**src/rtl/check_scoreboard.sv**
```systemverilog
// check_scoreboard
//
// Scoreboard that sits beside the instruction checker `check`. Every
// instruction issued to the DUT while a run is active is tracked through a
// LATENCY-deep pipe. When it reaches the last stage it is matched against the
// checker's OpDone verdict. Passes, failures and spurious OpDone pulses are
// counted, and the first failing instruction word is captured. A small
// run-control FSM (IDLE -> RUN -> DRAIN -> DONE) frames each run and gives a
// final verdict.
//
// Optional feature: define SCB_PER_OPCODE_EN to add per-opcode-class failure
// counters (output op_fail_cnt). These need the AluCtrlSig_pkg opcode
// constants.
//
// Parameters:
//   LATENCY  cycles from pcEn sample edge to matching OpDone sample edge (1..15)
//   CNT_W    width of every event counter
// Ports:
//   clk, rst          bench clock, synchronous active-high reset
//   start, stop       one-cycle pulses that open a run / begin the drain
//   inst, pcEn        instruction word and issue strobe seen by the DUT
//   OpDone            checker verdict, 1 = result matched
//   issued_cnt        instructions tracked during RUN
//   pass_cnt          tracked instructions with OpDone=1 in the sample slot
//   fail_cnt          tracked instructions with OpDone=0 in the sample slot
//   spur_cnt          OpDone=1 with an empty sample slot
//   first_fail_inst   word of the first failure; first_fail_valid marks it
//   busy, done        state is RUN/DRAIN, state is DONE (registered)
//   test_pass         final verdict, meaningful only while done is high
//   op_fail_cnt       (SCB_PER_OPCODE_EN) 8 packed failure counters, index 0 lowest

module check_scoreboard #(
    parameter int LATENCY = 5,
    parameter int CNT_W   = 16
) (
    input  logic             clk,
    input  logic             rst,
    input  logic             start,
    input  logic             stop,
    input  logic [31:0]      inst,
    input  logic             pcEn,
    input  logic             OpDone,
    output logic [CNT_W-1:0] issued_cnt,
    output logic [CNT_W-1:0] pass_cnt,
    output logic [CNT_W-1:0] fail_cnt,
    output logic [CNT_W-1:0] spur_cnt,
    output logic [31:0]      first_fail_inst,
    output logic             first_fail_valid,
    output logic             busy,
    output logic             done,
    output logic             test_pass
`ifdef SCB_PER_OPCODE_EN
    ,
    output logic [8*CNT_W-1:0] op_fail_cnt
`endif
);

`ifdef SCB_PER_OPCODE_EN
    import AluCtrlSig_pkg::*;
`endif

    typedef enum logic [1:0] {
        S_IDLE,
        S_RUN,
        S_DRAIN,
        S_DONE
    } state_e;

    state_e state_q, state_d;

    logic [CNT_W-1:0] issued_q, issued_d;
    logic [CNT_W-1:0] pass_q, pass_d;
    logic [CNT_W-1:0] fail_q, fail_d;
    logic [CNT_W-1:0] spur_q, spur_d;
    logic [31:0]      ff_inst_q, ff_inst_d;
    logic             ff_vld_q, ff_vld_d;
    logic             busy_q, busy_d;
    logic             done_q, done_d;

    logic [LATENCY-1:0] pipe_vld_q, pipe_vld_d;
    logic [31:0]        pipe_inst_q [LATENCY];
    logic [31:0]        pipe_inst_d [LATENCY];

`ifdef SCB_PER_OPCODE_EN
    logic [2:0]       pipe_cls_q [LATENCY];
    logic [2:0]       pipe_cls_d [LATENCY];
    logic [CNT_W-1:0] op_fail_q [8];
    logic [CNT_W-1:0] op_fail_d [8];

    function automatic logic [2:0] op_class(input logic [5:0] op);
        if (op == ADD_op)       return 3'd0;
        else if (op == ADDI_op) return 3'd1;
        else if (op == LW_op)   return 3'd2;
        else if (op == SW_op)   return 3'd3;
        else if (op == BEQ_op)  return 3'd4;
        else if (op == BNE_op)  return 3'd5;
        else if (op == J_op)    return 3'd6;
        else                    return 3'd7;
    endfunction
`endif

    // Saturating increment: counters stick at all-ones instead of wrapping.
    function automatic logic [CNT_W-1:0] sat_inc(input logic [CNT_W-1:0] v);
        return (&v) ? v : v + CNT_W'(1);
    endfunction

    logic run_entry;
    logic scoring;
    logic issue;

    // Run-control next state.
    always_comb begin
        // NOTE: every always_comb output gets a default first, so no path can infer a latch.
        state_d   = state_q;
        run_entry = 1'b0;
        case (state_q)
            S_IDLE, S_DONE: begin
                // start wins over a simultaneous stop here.
                if (start) begin
                    state_d   = S_RUN;
                    run_entry = 1'b1;
                end
            end
            S_RUN:   if (stop) state_d = S_DRAIN;
            // Pipe empty means the last tracked slot was scored on the previous edge.
            S_DRAIN: if (~|pipe_vld_q) state_d = S_DONE;
            default: state_d = S_IDLE;
        endcase
    end

    // Tracking pipe, scoring and counters.
    always_comb begin
        scoring = (state_q == S_RUN) || (state_q == S_DRAIN);
        issue   = pcEn && (state_q == S_RUN);

        issued_d  = issued_q;
        pass_d    = pass_q;
        fail_d    = fail_q;
        spur_d    = spur_q;
        ff_inst_d = ff_inst_q;
        ff_vld_d  = ff_vld_q;

        pipe_vld_d[0]  = issue;
        pipe_inst_d[0] = inst;
        for (int i = 1; i < LATENCY; i++) begin
            pipe_vld_d[i]  = pipe_vld_q[i-1];
            pipe_inst_d[i] = pipe_inst_q[i-1];
        end

`ifdef SCB_PER_OPCODE_EN
        op_fail_d     = op_fail_q;
        pipe_cls_d[0] = op_class(inst[31:26]);
        for (int i = 1; i < LATENCY; i++) begin
            pipe_cls_d[i] = pipe_cls_q[i-1];
        end
`endif

        if (issue) issued_d = sat_inc(issued_q);

        if (scoring) begin
            if (pipe_vld_q[LATENCY-1]) begin
                if (OpDone) begin
                    pass_d = sat_inc(pass_q);
                end else begin
                    fail_d = sat_inc(fail_q);
`ifdef SCB_PER_OPCODE_EN
                    op_fail_d[pipe_cls_q[LATENCY-1]] = sat_inc(op_fail_q[pipe_cls_q[LATENCY-1]]);
`endif
                    if (!ff_vld_q) begin
                        ff_vld_d  = 1'b1;
                        ff_inst_d = pipe_inst_q[LATENCY-1];
                    end
                end
            end else if (OpDone) begin
                spur_d = sat_inc(spur_q);
            end
        end

        // Entering a run starts from a clean slate; scoring cannot coincide
        // because it only happens in RUN/DRAIN.
        if (run_entry) begin
            issued_d   = '0;
            pass_d     = '0;
            fail_d     = '0;
            spur_d     = '0;
            ff_inst_d  = '0;
            ff_vld_d   = 1'b0;
            pipe_vld_d = '0;
`ifdef SCB_PER_OPCODE_EN
            for (int k = 0; k < 8; k++) op_fail_d[k] = '0;
`endif
        end

        busy_d = (state_d == S_RUN) || (state_d == S_DRAIN);
        done_d = (state_d == S_DONE);
    end

    always_ff @(posedge clk) begin
        // NOTE: sequential state uses non-blocking assignments so every flop samples pre-edge values.
        if (rst) begin
            state_q    <= S_IDLE;
            issued_q   <= '0;
            pass_q     <= '0;
            fail_q     <= '0;
            spur_q     <= '0;
            ff_inst_q  <= '0;
            ff_vld_q   <= 1'b0;
            busy_q     <= 1'b0;
            done_q     <= 1'b0;
            pipe_vld_q <= '0;
        end else begin
            state_q    <= state_d;
            issued_q   <= issued_d;
            pass_q     <= pass_d;
            fail_q     <= fail_d;
            spur_q     <= spur_d;
            ff_inst_q  <= ff_inst_d;
            ff_vld_q   <= ff_vld_d;
            busy_q     <= busy_d;
            done_q     <= done_d;
            pipe_vld_q <= pipe_vld_d;
        end
    end

    // NOTE: pipe payload is not reset; the valid bits alone decide whether a stage is meaningful.
    always_ff @(posedge clk) begin
        pipe_inst_q <= pipe_inst_d;
`ifdef SCB_PER_OPCODE_EN
        pipe_cls_q  <= pipe_cls_d;
`endif
    end

`ifdef SCB_PER_OPCODE_EN
    always_ff @(posedge clk) begin
        if (rst) begin
            for (int k = 0; k < 8; k++) op_fail_q[k] <= '0;
        end else begin
            op_fail_q <= op_fail_d;
        end
    end

    for (genvar g = 0; g < 8; g++) begin : g_op_fail
        assign op_fail_cnt[g*CNT_W +: CNT_W] = op_fail_q[g];
    end
`endif

    assign issued_cnt       = issued_q;
    assign pass_cnt         = pass_q;
    assign fail_cnt         = fail_q;
    assign spur_cnt         = spur_q;
    assign first_fail_inst  = ff_inst_q;
    assign first_fail_valid = ff_vld_q;
    assign busy             = busy_q;
    assign done             = done_q;
    // Gated by done so the verdict reads 0 outside DONE, including after reset.
    assign test_pass        = done_q && (fail_q == '0) && (spur_q == '0) && (issued_q == pass_q);

endmodule

```
**config.mk**
```make
export PLATFORM = sky130hd
export DESIGN_NAME = check_scoreboard
export DESIGN_NICKNAME = d
export VERILOG_FILES = /design/src/rtl/check_scoreboard.sv
export SDC_FILE = /design/constraint.sdc
export NUM_CORES = 1
export LEC_CHECK = 0
export BUFFER_PORTS_ARGS = -buffer_cell sky130_fd_sc_hd__buf_2
export CAP_MARGIN = 0
export CORE_ASPECT_RATIO = 0.5
export CORE_MARGIN = 2
export CORE_UTILIZATION = 55
export CTS_BUF_LIST = sky130_fd_sc_hd__clkbuf_4 sky130_fd_sc_hd__clkbuf_8 sky130_fd_sc_hd__clkbuf_16
export CTS_CLUSTER_DIAMETER = 80
export DETAILED_ROUTE_END_ITERATION = 6
export PLACE_DENSITY = 0.8
export SLEW_MARGIN = 20
export SYNTH_ARGS = -nofsm -noshare
export SYNTH_HDL_FRONTEND = slang
export SYNTH_SLANG_ARGS = --single-unit
```
**constraint.sdc**
```tcl
create_clock -name clk -period 7.8 [get_ports clk]
set_clock_uncertainty 0.15 [all_clocks]
set_input_delay 0.39 -clock clk [delete_from_list [all_inputs] [get_ports clk]]
set_output_delay 0.39 -clock clk [all_outputs]
set_load 0.03 [all_outputs]
```
==> flow_metrics.env, run 1 <==
export IMPL_cts_sinks=266
export IMPL_syn_area_um2=8210
export IMPL_finalSetupViolations=0
export IMPL_fin_crit_ns=2.84
export IMPL_rows=31
export IMPL_synth_edf_count=0
export IMPL_synthToLayoutAreaGrowth_pct=24.3
export IMPL_synthCells=774
export IMPL_grt_start_max_net_pins=49
export IMPL_layout_drive_gt1_share_pct=20.2
export IMPL_dieArea_um2=16000
export IMPL_place_gp_congestion=0.853
export IMPL_final_hold_viol_count=0
export IMPL_wl_per_cell_um=14.9
export IMPL_reg2reg_to="issued_cnt[5]$_SDFFE_PP0P_"
export IMPL_timing_setup_tns_ns=0
export IMPL_yosys_warnings=0
export IMPL_clock_path_buffers=3
export IMPL_fin_ws_ns=4.96
export IMPL_status="complete, no violations"
export IMPL_antenna_found_initial=0
export IMPL_p_leak_nw=4.17
export IMPL_min_path_cells=4
export IMPL_powerDensity_nw_per_um2=264
export IMPL_p_seq_share_pct=52.7
export IMPL_swShare_pct=20.4
export IMPL_path_class="reg2reg"
export IMPL_grt_pass1_vias=5829
export IMPL_async_flop_share_pct=0
export IMPL_track_usage_pct=21.7
export IMPL_holdPathEnd="fail_cnt[10]$_SDFFE_PP0P_"
export IMPL_nets=988
export IMPL_drv_slew=0
export IMPL_avgSynthCellArea_um2=10.6
export IMPL_cts_clk_slew_worst_paths_ns=0.06
export IMPL_cpMaxStageDelayCell="or4_1"
export IMPL_ys_seq_area_share_pct=64.8
export IMPL_cp_arrival_ns=3.13
export IMPL_pwr_share_comb_pct=3.7
export IMPL_stdcell_count=1153
export IMPL_min_from="start"
export IMPL_hp_class="in2reg"
export IMPL_drt_iter0_drc=574
export IMPL_synth_seq_cells=266
export IMPL_hpwl_um=11000
export IMPL_cp_required_ns=8.08
export IMPL_pin_count=138
export IMPL_clockPowerShare_pct=43.5
export IMPL_critPathCaptureType="flop"
export IMPL_coreArea_um2=14500
export IMPL_vias=6216
export IMPL_gr_total_overflow=0
export IMPL_path_max_fanout=48
export IMPL_cts_buffers=22
export IMPL_final_util_pct=70.2
export IMPL_syn_nets=821
export IMPL_synthDistinctLibCells=45
export IMPL_period_share_pct=36.5
export IMPL_cts_htree_levels=1
export IMPL_via_per_inst=5.39
export IMPL_routed_wirelength_um=17200
export IMPL_r2r_setup_slack_ns=4.96
export IMPL_intPower_w=0.00215
export IMPL_die_y_um=90.4
export IMPL_drcViolationCount=0
export IMPL_fill_cells=1033
export IMPL_relSlewSlack_pct=31.3
export IMPL_initial_core_util_pct=56.5
export IMPL_drtAntennaViolNets=0
export IMPL_dp_slack_ns=4.99
export IMPL_p_sw_w=0.000549
export IMPL_tritoncts="yes"
export IMPL_critPathLaunchType="flop"
export IMPL_slowest_delay_ns=0.54
export IMPL_drv_cap=0
export IMPL_dr_pass1_iters=5
export IMPL_max_freq_ghz=0.352
export IMPL_port_buffers=137
export IMPL_clk_latency_ns=0.51
export IMPL_reg2reg_depth=7
export IMPL_holdWs_ns=0.125
export IMPL_num_antenna_cells=0
export IMPL_grt_pass1_wl_um=28500
export IMPL_max_vdd_ir_drop_uv=258
export IMPL_cts_root_buf="clkbuf_16"
export IMPL_die_w_um=177
export IMPL_placedCellCount=1082
export IMPL_tightest_slew_ns=1.02
export IMPL_reg2reg_from="state_q[0]$_SDFF_PP0_"
export IMPL_path_cells="inv_1 -> ha_1 -> nand2_1 -> nand2b_2 -> buf_4 -> or4_1 -> o21ai_0"
export IMPL_synthFlopType="dfxtp_1"
export IMPL_grt_setup_unrepaired="false"
==> cell type report <==
cell class                 count  area, um2  area share [%]
timing repair buffer         175       1050            10.3
clock inverter                10        178            1.74
inverter                      10       37.5           0.368
multi-input combinational    466       2740            26.9
clock buffer                  28        621            6.08
tap                          198        248            2.43
sequential                   266       5330            52.2
==> per-layer routing <==
layer	vias up	part of all wire, %	global-route usage, %
met5	-	0	0
li1	3093	-	-
met3	35	7.1	5.85
met1	2891	45	28.4
met4	0	2.0	5.65
met2	197	46	35.9
==> cell usage in the layout (no fill, tap or decap), types with 16 or more instances in the layout <==
| master | netlist | layout |
|---|---|---|
| nand3_1 | 22 | 22 |
| nand2_1 | 104 | 104 |
| nand4_1 | 23 | 23 |
| xor2_1 | 17 | 17 |
| or3_1 | 24 | 24 |
| a21oi_1 | 75 | 74 |
| clkbuf_16 | 0 | 22 |
| nor4_1 | 17 | 16 |
| dfxtp_1 | 266 | 266 |
| o31ai_1 | 21 | 21 |
| buf_2 | 3 | 137 |
| dlygate4sd3_1 | 0 | 33 |
| o21ai_0 | 26 | 26 |
| or4_1 | 25 | 25 |
==> power by group through the flow <==
| stage | combinational [W] | clock, W | sequential (W) |
|---|---|---|---|
| global route | 0.000110 | 0.00126 | 0.00143 |
| CTS | 0.0000995 | 0.00119 | 0.00142 |
| finish | 0.000101 | 0.00117 | 0.00142 |
| global placement | 0.0000831 | 0 | 0.00145 |
| detailed placement | 0.0000861 | 0 | 0.00145 |
| floorplan | 0.0000553 | 0 | 0.00145 |
==> logic make-up (layout without fill, tap and decap cells) <==
family / count (synthesis) / in the layout / synth area share, %
AOI/OAI and AO/OA: 146 / 146 / 10.4
DFF: 266 / 266 / 64.8
muxes: 8 / 8 / 0.975
buffers and inverters: 42 / 223 / 2.07
and+or+nand+nor: 285 / 285 / 18.4
adders and majority gates: 9 / 9 / 1.37
xor gates and xnor gates: 18 / 18 / 1.92
==> metrics by stage <==
step / instance area (um2) / total power (W)
floorplan: 8210 / 0.00151
global placement: 9070 / 0.00153
detailed placement: 9070 / 0.00154
CTS: 10200 / 0.00272
global route: 10200 / 0.00280
finish: 10200 / 0.00270
==> synthesized netlist by cell type (7+ instances only) <==
cell      number  area, um2
dfxtp_1      266       5330
nand2_1      104        390
a21oi_1       75        375
clkbuf_1      26       97.6
o21ai_0       26        130
or4_1         25        188
or3_1         24        150
nand4_1       23        144
nand3_1       22        110
o31ai_1       21        158
nor4_1        17        106
xor2_1        17        149
nor2_1        15       56.3
nor3_1        12       60.1
inv_1         10       37.5
ha_1           9        113
nand2b_1       9       56.3
mux2i_1        8       80.1
and2_1         7       43.8
==> how the worst max path moves through the flow <==
stage,startpoint,end,slack [ns],cells past startpoint
6_report,state_q[0]$_SDFF_PP0_,issued_cnt[5]$_SDFFE_PP0P_,4.96,7
5_1_grt,state_q[0]$_SDFF_PP0_,issued_cnt[3]$_SDFFE_PP0P_,4.77,7
4_1_cts,state_q[0]$_SDFF_PP0_,issued_cnt[5]$_SDFFE_PP0P_,4.96,7
3_5_place_dp,state_q[0]$_SDFF_PP0_,issued_cnt[14]$_SDFFE_PP0P_,4.99,7
3_3_place_gp,state_q[0]$_SDFF_PP0_,issued_cnt[5]$_SDFFE_PP0P_,5.09,7
2_1_floorplan,state_q[0]$_SDFF_PP0_,spur_cnt[11]$_SDFFE_PP0P_,5.35,8
==> worst max-delay path, delay by kind of cell (launching register included) <==
kind | cells | cell delay (ns)
adder cells (fa/ha/maj) | 1 | 0.44
AO/OA/AOI/OAI | 1 | 0.08
flip-flops | 1 | 0.36
buffers and inverters | 2 | 0.55
AND/OR/NAND/NOR | 3 | 1.18
==> flip-flops by register name (all words and copies together), names as in the netlist <==
signal / count
spur_cnt: 16
first_fail_valid: 1
state_q: 2
first_fail_inst: 32
pass_cnt: 16
pipe_vld_q: 5
done: 1
fail_cnt: 16
pipe_inst_d: 128
busy: 1
pipe_inst_q: 32
issued_cnt: 16
==> what timing repair did <==
action	in CTS	in global routing
buffers inserted	0	0
hold buffers	33	0
hold endpoints to repair	36	0
resized for setup	0	0
(Power assumes the default switching activity.)
==> run 2, diff against run 1 <==
clock period = 2.9 ns   (was 7.8 ns; I/O delays follow)
==> run 2 against run 1 <==
Net effect:
- sequential share of layout area fell by 0.36 points
- total power rose to 2.7 times the previous value
- sequential power rose to 2.7 times the previous value
- hold slack got worse by 0.084 ns
- count of clock-buffer cells in the layout fell by 1
- critical path type unchanged
- largest cell class unchanged
- largest power group unchanged
==> flow_metrics.env, run 2 (synthesis results as in run 1) <==
export IMPL_status="complete, no violations"
export IMPL_dr_pass1_iters=5
export IMPL_final_cell_mix="dfxtp_1 (266), buf_2 (137), nand2_1 (104), a21oi_1 (74), dlygate4sd3_1 (36)"
export IMPL_crit_family="simple AND/OR/NAND/NOR gates"
export IMPL_drt_iter0_drc=495
export IMPL_period_share_pct=90.1
export IMPL_antenna_found_initial=0
export IMPL_final_util_pct=70.6
export IMPL_tritoncts="yes"
export IMPL_mostFrequentLayoutCell="dfxtp_1"
export IMPL_rows=31
export IMPL_via_per_inst=5.40
export IMPL_reg2reg_from="state_q[0]$_SDFF_PP0_"
export IMPL_routed_wirelength_um=18100
export IMPL_holdPathEnd="state_q[1]$_SDFF_PP0_"
export IMPL_hp_class="in2reg"
export IMPL_timing_setup_tns_ns=0
export IMPL_seqCellArea_um2=5330
export IMPL_nets=1000
export IMPL_clockPowerShare_pct=43.1
export IMPL_pwr_share_comb_pct=4.0
export IMPL_grt_setup_unrepaired="false"
export IMPL_track_usage_pct=22.6
export IMPL_swShare_pct=21.3
export IMPL_initial_core_util_pct=56.5
export IMPL_critPathCaptureType="flop"
export IMPL_powerDensity_nw_per_um2=703
export IMPL_critPathLaunchType="flop"
export IMPL_vias=6295
export IMPL_synthToLayoutAreaGrowth_pct=25.1
export IMPL_min_from="stop"
export IMPL_wl_per_cell_um=15.5
export IMPL_p_sw_w=0.00154
export IMPL_drv_slew=0
export IMPL_cts_buffers=22
export IMPL_clk_latency_ns=0.51
export IMPL_final_hold_viol_count=0
export IMPL_path_class="reg2reg"
export IMPL_die_w_um=177
export IMPL_fin_crit_ns=2.61
export IMPL_path_cells="inv_1 -> ha_1 -> or3b_4 -> or3_1 -> or4_1 -> a21oi_1"
export IMPL_cts_root_buf="clkbuf_16"
export IMPL_port_buffers=137
export IMPL_finalSetupViolations=0
export IMPL_drtAntennaViolNets=0
export IMPL_cts_clk_slew_worst_paths_ns=0.07
export IMPL_fill_cells=1052
export IMPL_die_y_um=90.4
export IMPL_cpMaxStageDelayCell="or3_1"
export IMPL_coreArea_um2=14500
export IMPL_hpwl_um=11200
export IMPL_clock_path_buffers=3
export IMPL_cts_sinks=266
export IMPL_cts_setup_buffers=0
export IMPL_path_max_fanout=14
export IMPL_max_vdd_ir_drop_uv=586
export IMPL_slowest_delay_ns=0.52
export IMPL_intPower_w=0.00568
export IMPL_critPathBufInv=1
export IMPL_cp_required_ns=3.18
export IMPL_grt_pass1_wl_um=29500
export IMPL_pin_count=138
export IMPL_dieArea_um2=16000
export IMPL_num_antenna_cells=0
export IMPL_relSlewSlack_pct=31.3
export IMPL_largest_register_ff_count=128
export IMPL_drcViolationCount=0
export IMPL_tightest_slew_ns=1.02
export IMPL_min_path_cells=4
export IMPL_grt_pass1_vias=5987
export IMPL_place_gp_congestion=0.869
export IMPL_reg2reg_depth=6
export IMPL_p_seq_share_pct=52.9
export IMPL_drv_cap=0
export IMPL_reg2reg_to="spur_cnt[9]$_SDFFE_PP0P_"
export IMPL_max_freq_ghz=0.383
export IMPL_cp_arrival_ns=2.89
export IMPL_r2r_setup_slack_ns=0.29
export IMPL_cts_htree_levels=1
export IMPL_gr_total_overflow=0
export IMPL_grt_start_max_net_pins=35
export IMPL_p_leak_nw=4.22
export IMPL_multiInputGateArea_um2=2730
export IMPL_layout_drive_gt1_share_pct=20.8
-- run 2: area by class of cell --
class / count / share of cell area [%]
sequential: 266 / 51.8
multi-input combinational: 466 / 26.6
timing repair buffer: 187 / 11.2
clock buffer: 27 / 5.91
tap: 198 / 2.41
clock inverter: 12 / 1.68
inverter: 10 / 0.365
-- run 2: what timing repair did --
item	CTS	global route
hold buffers	36	0
endpoints found under the hold margin	39	0
resized for setup	0	0
-- run 2: how the worst max path moves through the flow --
stage,cells after the start,start,to,slack (ns)
finish,6,state_q[0]$_SDFF_PP0_,spur_cnt[9]$_SDFFE_PP0P_,0.29
global route,6,state_q[0]$_SDFF_PP0_,spur_cnt[9]$_SDFFE_PP0P_,0.19
CTS,6,state_q[0]$_SDFF_PP0_,spur_cnt[13]$_SDFFE_PP0P_,0.30
detailed placement,6,state_q[0]$_SDFF_PP0_,spur_cnt[9]$_SDFFE_PP0P_,0.30
global placement,6,state_q[0]$_SDFF_PP0_,spur_cnt[9]$_SDFFE_PP0P_,0.43
floorplan,8,state_q[0]$_SDFF_PP0_,spur_cnt[11]$_SDFFE_PP0P_,0.45
-- run 2: stage by stage --
step                      area, um2  power, W  hold WS (ns)  setup WS (ns)  cells
final                         10300   0.00723        0.0407          0.288   1166
after global routing          10300   0.00748        0.0699          0.193   1166
after CTS                     10300   0.00727        0.0228          0.305   1166
after detailed placement       9130   0.00415        0.0986          0.304   1091
after global placement         9130   0.00414        0.0970          0.434   1091
after floorplan                8210   0.00406        0.0227          0.452    774
-- run 2: worst reg2reg max path: stages (launching register included) --
cell and delay [ns]:
dfxtp_1 0.36, inv_1 0.06, ha_1 0.35, or3b_4 0.50, or3_1 0.52, or4_1 0.44, a21oi_1 0.16
-- run 2: per-layer routing --
metal	vias up	routed length, um	global-route usage (%)
met2	194	8680	38.6
met4	0	323	5.10
li1	3114	-	-
met3	37	993	4.59
met5	-	0	0
met1	2950	8110	29.6
-- run 2: power groups by stage --
| stage | Combinational (W) | Clock, W | Sequential, W |
|---|---|---|---|
| CTS | 0.000286 | 0.00317 | 0.00382 |
| floorplan | 0.000149 | 0 | 0.00391 |
| finish | 0.000291 | 0.00311 | 0.00382 |
| global placement | 0.000239 | 0 | 0.00390 |
| global route | 0.000319 | 0.00333 | 0.00383 |
| detailed placement | 0.000247 | 0 | 0.00390 |
